## config.mk

```make
export PLATFORM = sky130hd
export DESIGN_NAME = uart_tx_arbiter
export DESIGN_NICKNAME = d
export VERILOG_FILES = /design/src/rtl/uart_tx_arbiter.sv
export SDC_FILE = /design/constraint.sdc
export NUM_CORES = 1
export LEC_CHECK = 0
export CAP_MARGIN = 25
export CORE_MARGIN = 1
export CORE_UTILIZATION = 46
export DETAILED_ROUTE_END_ITERATION = 8
export GPL_TIMING_DRIVEN = 0
export PLACE_DENSITY = 0.85
export SYNTH_ARGS = -nofsm -noshare
export SYNTH_HDL_FRONTEND = slang
export SYNTH_SLANG_ARGS = --single-unit
```

## constraint.sdc

```tcl
create_clock -name clk -period 2.2 [get_ports clk]
set_input_delay 0.44 -clock clk [delete_from_list [all_inputs] [get_ports clk]]
set_output_delay 0.44 -clock clk [all_outputs]
set_load 0.01 [all_outputs]
```

## src/rtl/uart_tx_arbiter.sv

```systemverilog
// uart_tx_arbiter: shares one UART transmitter between NUM_REQ byte sources.
// Each grant covers one packet (or MAX_BURST bytes). The packet is preceded by a
// header byte {HDR_TAG, id} so the far end can demultiplex the channels.
//
// Handshake rule on every AXI-Stream port: a byte moves on a rising clk edge
// exactly when tvalid and tready are both high. A source never withdraws tvalid
// or changes tdata while tready is low. The arbiter holds the header stable
// under backpressure. During STREAM it is a pure combinational passthrough, so
// payload stability is inherited from the granted source.
module uart_tx_arbiter #(
   parameter int         NUM_REQ       = 4,
   parameter int         MAX_BURST     = 16,
   parameter int         STALL_TIMEOUT = 1024,
   parameter logic [3:0] HDR_TAG       = 4'hA
) (
   input  logic                       clk,
   input  logic                       rst,
   input  logic [NUM_REQ*8-1:0]       s_axis_tdata,
   input  logic [NUM_REQ-1:0]         s_axis_tvalid,
   input  logic [NUM_REQ-1:0]         s_axis_tlast,
   output logic [NUM_REQ-1:0]         s_axis_tready,
   output logic [7:0]                 m_axis_tdata,
   output logic                       m_axis_tvalid,
   input  logic                       m_axis_tready,
   output logic [$clog2(NUM_REQ)-1:0] grant_id,
   output logic                       busy
);

   localparam int GW  = $clog2(NUM_REQ);
   localparam int BCW = (MAX_BURST > 1) ? $clog2(MAX_BURST) : 1;
   localparam int SCW = $clog2(STALL_TIMEOUT);

   localparam logic [BCW-1:0] BC_LAST  = BCW'(MAX_BURST - 1);
   localparam logic [SCW-1:0] SC_LAST  = SCW'(STALL_TIMEOUT - 1);
   localparam logic [GW-1:0]  LAST_RST = GW'(NUM_REQ - 1);

   typedef enum logic [1:0] {
      S_IDLE   = 2'd0,
      S_HEADER = 2'd1,
      S_STREAM = 2'd2
   } state_t;

   state_t         r_state;
   logic [GW-1:0]  r_last_grant;
   logic [GW-1:0]  r_grant_id;
   logic [BCW-1:0] r_byte_cnt;
   logic [SCW-1:0] r_stall_cnt;
   logic           r_busy;

   logic [2*NUM_REQ-1:0] w_dbl;
   logic [GW:0]          w_shamt;
   logic [NUM_REQ-1:0]   w_rot;
   logic                 w_found;
   logic [GW-1:0]        w_winner;

   logic                 w_g_valid;
   logic                 w_g_last;
   logic [7:0]           w_g_data;

   // Round-robin pick: rotate the request vector so that (last_grant+1) sits at
   // bit 0, then take the lowest set bit and map it back to a requester index.
   always_comb begin
      w_dbl    = {s_axis_tvalid, s_axis_tvalid};
      w_shamt  = {1'b0, r_last_grant} + (GW+1)'(1);
      w_rot    = NUM_REQ'(w_dbl >> w_shamt);
      w_found  = 1'b0;
      w_winner = '0;
      for (int j = 0; j < NUM_REQ; j++) begin
         if (!w_found && w_rot[j]) begin
            w_found  = 1'b1;
            w_winner = GW'((int'(r_last_grant) + 1 + j) % NUM_REQ);
         end
      end
   end

   // Signals of the currently granted source.
   always_comb begin
      w_g_valid = s_axis_tvalid[r_grant_id];
      w_g_last  = s_axis_tlast[r_grant_id];
      w_g_data  = s_axis_tdata[r_grant_id*8 +: 8];
   end

   // Output muxing: idle is silent, header is a constant byte, stream is a passthrough.
   always_comb begin
      m_axis_tvalid = 1'b0;
      m_axis_tdata  = 8'h00;
      s_axis_tready = '0;
      case (r_state)
         S_HEADER: begin
            m_axis_tvalid = 1'b1;
            m_axis_tdata  = {HDR_TAG, 4'(r_grant_id)};
         end
         S_STREAM: begin
            m_axis_tvalid             = w_g_valid;
            m_axis_tdata              = w_g_data;
            s_axis_tready[r_grant_id] = m_axis_tready;
         end
         default: begin
         end
      endcase
   end

   // Control FSM: arbitrate, send header, stream until tlast, burst limit or stall timeout.
   always_ff @(posedge clk or posedge rst) begin
      if (rst) begin
         r_state      <= S_IDLE;
         r_last_grant <= LAST_RST;
         r_grant_id   <= '0;
         r_byte_cnt   <= '0;
         r_stall_cnt  <= '0;
         r_busy       <= 1'b0;
      end else begin
         case (r_state)
            S_IDLE: begin
               if (w_found) begin
                  r_grant_id <= w_winner;
                  r_state    <= S_HEADER;
                  r_busy     <= 1'b1;
               end
            end
            S_HEADER: begin
               if (m_axis_tready) begin
                  r_state     <= S_STREAM;
                  r_byte_cnt  <= '0;
                  r_stall_cnt <= '0;
               end
            end
            S_STREAM: begin
               if (w_g_valid && m_axis_tready) begin
                  r_stall_cnt <= '0;
                  if (w_g_last || (r_byte_cnt == BC_LAST)) begin
                     r_state      <= S_IDLE;
                     r_last_grant <= r_grant_id;
                     r_busy       <= 1'b0;
                  end else begin
                     r_byte_cnt <= r_byte_cnt + BCW'(1);
                  end
               end else if (!w_g_valid) begin
                  // Source went quiet mid-packet; give the link away once the budget is used up.
                  if (r_stall_cnt == SC_LAST) begin
                     r_state      <= S_IDLE;
                     r_last_grant <= r_grant_id;
                     r_busy       <= 1'b0;
                  end else begin
                     r_stall_cnt <= r_stall_cnt + SCW'(1);
                  end
               end
               // Valid but downstream not ready: hold everything, never time out.
            end
            default: begin
               r_state <= S_IDLE;
               r_busy  <= 1'b0;
            end
         endcase
      end
   end

   assign grant_id = r_grant_id;
   assign busy     = r_busy;

endmodule

```

==> impl_metrics.tcl, run 1 <==
set metrics [dict create \
    outcome "complete, but fails checks" \
    violations "negative setup slack" \
    drive_above_1_share_pct 26.9 \
    pwr_density_cell_nw_per_um2 1000 \
    overflow 0 \
    die_h_um 63.4 \
    antenna_left 0 \
    ys_warn_count 0 \
    setup_viol 2 \
    critPathSlowestCell "mux4_2" \
    arrival_ns 1.80 \
    drv_slew 0 \
    pwr-share-comb_pct 67.5 \
    avgSynthCellArea_um2 9.69 \
    p_leak_nw 1.11 \
    synth_area_um2 1730 \
    holdWs_ns 0.511 \
    p_switching_mw 1.04 \
    routed.top_layer "met4" \
    cp.required_ns 1.76 \
    worstPathMaxFanout 7 \
    num_io_pins 59 \
    min_period_ns 2.24 \
    ir_drop_mv 0.660 \
    wl_met1_um 2220 \
    area_growth_pct 48.3 \
    mostFrequentLayoutCells "clkdlybuf4s50_1, dfrtp_1, nand2_1, a31oi_1" \
    relSlewSlack_pct 42.4 \
    hp-class "flop to flop" \
    cts_buffers 3 \
    routedWlPerCell_um 17.7 \
    ys_seq_elements 21 \
    grt_pass1_vias 1667 \
    p_seq_share_pct 22.4 \
    clock.fmax_mhz 446 \
    ys_seq_area_share_pct 30.4 \
    floorplan.initialDensity_pct 50.0 \
    syn_nets 227 \
    slowest_delay_ns 0.49 \
    root_buffer "clkbuf_8" \
    grt_antenna_before_repair 0 \
    tightestPinTransition_ns 0.864 \
    syn_inst 179 \
    path_class "flop to output port" \
    vias_per_cell 6.05 \
    diodes 0 \
    dieArea_um2 4020 \
    h-tree-depth 1 \
    start_kind "flop" \
    grt_start_max_net_pins 22 \
    crit_top_cell "buf_6" \
    p_int_mw 1.54 \
    cts.sinks 21 \
    ys_types 47 \
    cts.hold.buffers_added 0 \
    vias 1808 \
    tritoncts "built" \
    rsz0062_at_grt "yes" \
    drt_pre_antenna_iters 4 \
    fin_nets 302 \
    skew_ns 0.00606 \
    cp-end-kind "output port" \
    wl_met3_um 219 \
    routed-wl-met2_um 2700 \
    utilization_pct 74.1 \
    layout_commonest_cell "clkdlybuf4s50_1" \
    insertion_delay_ns 0.26 \
    grt_pass1_wl_um 8200 \
    drtIter0Drc 77 \
    cap_violations 0 \
    die_w_um 63.4 \
    drc 0 \
    clockBufferDepth 2 \
    period_share_pct 102 \
    hold_violations 0 \
    gp_congestion 0.794 \
    grtUsageTotal_pct 26.2 \
    clkPwrFrac_pct 10.1 \
    worst_slack_ns -0.0405 \
    wirelength_um 5300 \
    swShare_pct 40.3 \
    crit_chain "buf_6, buf_6, mux4_2, a22oi_1, nor2b_1, buf_2" \
    place_ws_ns -0.576 \
    core-area_um2 3470 \
    fp-row-count 21 \
    place_hpwl_um 3570 \
    io_buffers 57 \
    path_clk_slew_ns 0.08 \
]
==> sequential cells by signal (all words and copies together) (netlist names) <==
name / flops
busy: 1
grant_id: 2
r_byte_cnt: 4
r_last_grant: 2
r_stall_cnt: 10
r_state: 2
==> routing by layer <==
layer  vias to the layer above  track usage (%)
li1                        832                -
met2                        79             44.1
met4                         0             8.81
met3                        24             4.17
met1                       873             34.1
met5                         -                0
==> cells in the mapped netlist, drive strengths merged <==
| library cell | number | area (um2) |
|---|---|---|
| dfrtp | 19 | 475 |
| a31oi | 16 | 100 |
| nand2 | 16 | 60.1 |
| inv | 12 | 45.0 |
| mux4 | 10 | 248 |
| a21oi | 9 | 45.0 |
| nor2b | 8 | 50.1 |
| o21ai | 8 | 40.0 |
| and3 | 6 | 37.5 |
| clkbuf | 6 | 22.5 |
| nand3 | 6 | 30.0 |
| nor2 | 6 | 22.5 |
| ha | 5 | 62.6 |
| nand2b | 5 | 31.3 |
| buf | 4 | 31.3 |
| a22oi | 3 | 22.5 |
| mux2 | 3 | 37.5 |
| nor3 | 3 | 15.0 |
| nor3b | 3 | 33.8 |
| o21a | 3 | 22.5 |
| a21boi | 2 | 18.8 |
| dfstp | 2 | 52.6 |
| nand4b | 2 | 17.5 |
| nor4 | 2 | 12.5 |
| o211a | 2 | 20.0 |
| o211ai | 2 | 20.0 |
| o22ai | 2 | 12.5 |
| o32ai | 2 | 17.5 |
| o41ai | 2 | 36.3 |
| a211oi | 1 | 20.0 |
| and2 | 1 | 6.26 |
| and2b | 1 | 8.76 |
| and3b | 1 | 8.76 |
| and4b | 1 | 10.0 |
| mux2i | 1 | 10.0 |
| nand4 | 1 | 6.26 |
| o311ai | 1 | 8.76 |
| o31a | 1 | 8.76 |
| or3 | 1 | 6.26 |
==> logic make-up after synthesis <==
group / after synthesis / synth area share, %
and+or+nand+nor: 63 / 20.6
AOI/OAI and AO/OA: 54 / 22.7
muxes: 14 / 17.0
buffers and inverters: 22 / 5.70
DFF: 21 / 30.4
adders and majority gates: 5 / 3.61
==> through the flow <==
step	total power [mW]	cells	instance area, um2	setup TNS (ns)
2_1_floorplan	1.50	179	1730	0
3_3_place_gp	1.93	282	2360	-9.67
3_5_place_dp	1.97	282	2360	-10.61
4_1_cts	2.43	296	2500	-0.0719
5_1_grt	2.73	299	2570	-0.764
6_report	2.58	299	2570	-0.0493
==> final cells by class <==
| cell class | instances | area (um2) |
|---|---|---|
| Sequential cell | 21 | 528 |
| Tap cell | 46 | 57.6 |
| Inverter | 12 | 45.0 |
| Multi-Input combinational cell | 136 | 1150 |
| Fill cell | 251 | 897 |
| Clock inverter | 1 | 5.00 |
| Timing Repair Buffer | 71 | 662 |
| Buffer | 9 | 83.8 |
| Clock buffer | 3 | 41.3 |
==> power by group through the flow <==
| stage | logic, mW | registers, mW | clock network (mW) |
|---|---|---|---|
| after floorplan | 0.935 | 0.565 | 0 |
| after global placement | 1.37 | 0.566 | 0 |
| after detailed placement | 1.40 | 0.575 | 0 |
| after CTS | 1.60 | 0.571 | 0.265 |
| after global routing | 1.86 | 0.586 | 0.283 |
| final | 1.74 | 0.578 | 0.260 |
==> critical path: cells and delay by family (launching register included) <==
| family | cells | cell delay (ns) |
|---|---|---|
| AO/OA/AOI/OAI | 1 | 0.18 |
| buffers and inverters | 3 | 0.42 |
| flip-flops | 1 | 0.38 |
| multiplexers | 1 | 0.49 |
| AND/OR/NAND/NOR | 1 | 0.07 |
==> repair_timing <==
action,CTS,global route
endpoints found under the hold margin,0,0
buffers inserted,11,3
pin swaps,7,8
setup endpoints to repair,24,26
resized for setup,61,23
==> path summary, 6_finish.rpt <==
path	start	endpoint	slack, ns	cells past startpoint
setup / recovery	grant_id[0]	m_axis_tdata[1]	-0.04	6
hold / removal	r_stall_cnt[9]	r_stall_cnt[9]	0.51	1
setup reg to reg	grant_id[0]	r_stall_cnt[5]	0.03	8
hold reg to reg	r_stall_cnt[9]	r_stall_cnt[9]	0.51	1
max in group asynchronous	rst	r_state[0]	1.02	2
min in group asynchronous	rst	r_stall_cnt[8]	0.65	2
(Power assumes the default switching activity.)
==> run 2: changes to the inputs <==
CTS_CLUSTER_SIZE = 25   (was not set)
PLACE_DENSITY = 0.78   (was 0.85)
==> run 2 against run 1 <==
Net effect:
- the flow still finishes with violations (negative setup slack)
- clock skew rose by 0.0014 ns
- fmax is 1.7% higher
- non-clock buffer count is the same
- critical endpoint is now m_axis_tvalid
- largest cell class unchanged
==> impl_metrics.tcl, run 2 (synthesized netlist as in run 1, its figures left out) <==
set metrics [dict create \
    outcome "complete, but fails checks" \
    violations "negative setup slack" \
    vias_per_cell 5.80 \
    fin_nets 302 \
    grt_start_max_net_pins 22 \
    rsz0062_at_grt "yes" \
    vias 1733 \
    tritoncts "built" \
    arrival_ns 1.76 \
    setup_viol 1 \
    start_kind "flop" \
    insertion_delay_ns 0.27 \
    grtUsageMet1_pct 32.8 \
    swShare_pct 40.1 \
    worstPathMaxFanout 7 \
    p_seq_share_pct 22.5 \
    grtUsageTotal_pct 25.6 \
    p_leak_nw 1.09 \
    clock.fmax_mhz 454 \
    cp-end-kind "output port" \
    drive_above_1_share_pct 28.5 \
    min_period_ns 2.20 \
    cap_violations 0 \
    grt_pass1_wl_um 8090 \
    period_share_pct 100 \
    h-tree-depth 1 \
    grt_busiest_layer "met2" \
    io_buffers 57 \
    grt_pass1_vias 1715 \
    top_regs "r_stall_cnt: 10 flops, r_byte_cnt: 4 flops" \
    diodes 0 \
    area_growth_pct 48.8 \
    core-area_um2 3470 \
    pwr_density_cell_nw_per_um2 986 \
    use_met3_pct 3.44 \
    cts.sinks 21 \
    largest-register "r_stall_cnt" \
    wirelength_um 5040 \
    overflow 0 \
    p_switching_mw 1.02 \
    clockBufferDepth 2 \
    p_int_mw 1.52 \
    die_w_um 63.4 \
    floorplan.initialDensity_pct 50.0 \
    n_fill_cell 287 \
    ir_drop_mv 0.588 \
    fin_tns_setup_ns -0.00264 \
    use_met2_pct 44.9 \
    place_hpwl_um 3580 \
    antenna_left 0 \
    largest_reg_flops 10 \
    num_io_pins 59 \
    cts.hold.buffers_added 0 \
    drc 0 \
    crit_family "multiplexers" \
    pwr-share-comb_pct 67.2 \
    grt_antenna_before_repair 0 \
    slowest_delay_ns 0.55 \
    clkPwrFrac_pct 10.3 \
    dieArea_um2 4020 \
    gp_congestion 0.805 \
    crit_chain "buf_6, mux4_2, buf_6, a21oi_2, nor2b_1, buf_2" \
    die_h_um 63.4 \
    crit_top_cell "buf_6" \
    holdWs_ns 0.485 \
    layout_commonest_cell "clkdlybuf4s50_1" \
    skew_ns 0.00748 \
    drt_pre_antenna_iters 4 \
    worst_slack_ns -0.00264 \
    cts_buffers 3 \
    routedWlPerCell_um 16.8 \
    hp-class "flop to flop" \
    path_class "flop to output port" \
    root_buffer "clkbuf_8" \
    tightestPinTransition_ns 0.827 \
    drv_slew 0 \
    fp-row-count 21 \
    critPathSlowestCell "mux4_2" \
    mostFrequentLayoutCells "clkdlybuf4s50_1, dfrtp_1, nand2_1, a31oi_1, buf_4" \
    path_clk_slew_ns 0.08 \
    hold_violations 0 \
    cp.required_ns 1.76 \
    place_ws_ns -0.594 \
    relSlewSlack_pct 44.8 \
    worst-path-buf-inv 3 \
    drtIter0Drc 60 \
]
[run 2: cell count changes in the layout (fill, tap and decap cells not counted), sizes merged]
cell | previous run | this run
dlygate4sd2 | 5 | 6
dlymetal6s2s | 1 | 0
clkbuf | 11 | 10
buf | 26 | 27
[run 2: per-layer routing]
| metal | routed length, um | up-vias |
|---|---|---|
| met5 | 0 | - |
| met1 | 2170 | 848 |
| met3 | 179 | 8 |
| met4 | 66 | 0 |
| li1 | - | 832 |
| met2 | 2620 | 45 |
[run 2: per-stage QoR]
step                utilization [%]  std cells  cell area, um2  power, mW
floorplan                         -        179            1730       1.50
global placement               68.1        282            2360       1.95
detailed placement             68.1        282            2360       1.97
CTS                            71.9        297            2490       2.41
global route                   74.4        299            2580       2.71
finish                         74.4        299            2580       2.54
[run 2: layout make-up]
class	count	area (um2)	share of cell area [%]
Multi-Input combinational cell	136	1180	45.8
Timing Repair Buffer	71	639	24.8
Sequential cell	21	528	20.5
Buffer	9	82.6	3.20
Tap cell	46	57.6	2.23
Inverter	12	45.0	1.75
Clock buffer	3	41.3	1.60
Clock inverter	1	5.00	0.194
[run 2: worst paths after layout]
check                            endpoint  slack (ns)  cells past startpoint           start
min in group asynchronous  r_stall_cnt[7]        0.63                      2             rst
hold / removal             r_stall_cnt[9]        0.49                      1  r_stall_cnt[9]
hold reg to reg            r_stall_cnt[9]        0.49                      1  r_stall_cnt[9]
max in group asynchronous  r_stall_cnt[5]        1.05                      2             rst
setup / recovery            m_axis_tvalid      -0.003                      6     grant_id[0]
setup reg to reg           r_stall_cnt[2]        0.04                      8     grant_id[0]
[run 2: what timing repair did]
| action | CTS | global route |
|---|---|---|
| buffers inserted | 12 | 2 |
| pin swaps | 5 | 6 |
| resized for setup | 63 | 25 |
| endpoints found under the setup margin | 26 | 27 |
[run 2: power groups by stage]
stage / logic, mW / clock network (mW) / registers [mW]
3_3_place_gp: 1.38 / 0 / 0.566
2_1_floorplan: 0.935 / 0 / 0.565
5_1_grt: 1.84 / 0.277 / 0.585
6_report: 1.71 / 0.261 / 0.573
4_1_cts: 1.58 / 0.263 / 0.567
3_5_place_dp: 1.40 / 0 / 0.570
==> run 3: changes to the inputs <==
HOLD_SLACK_MARGIN = 0.06   (was not set)
==> results of run 3 <==
Final layout, timing and power as in run 2 (identical DEF).
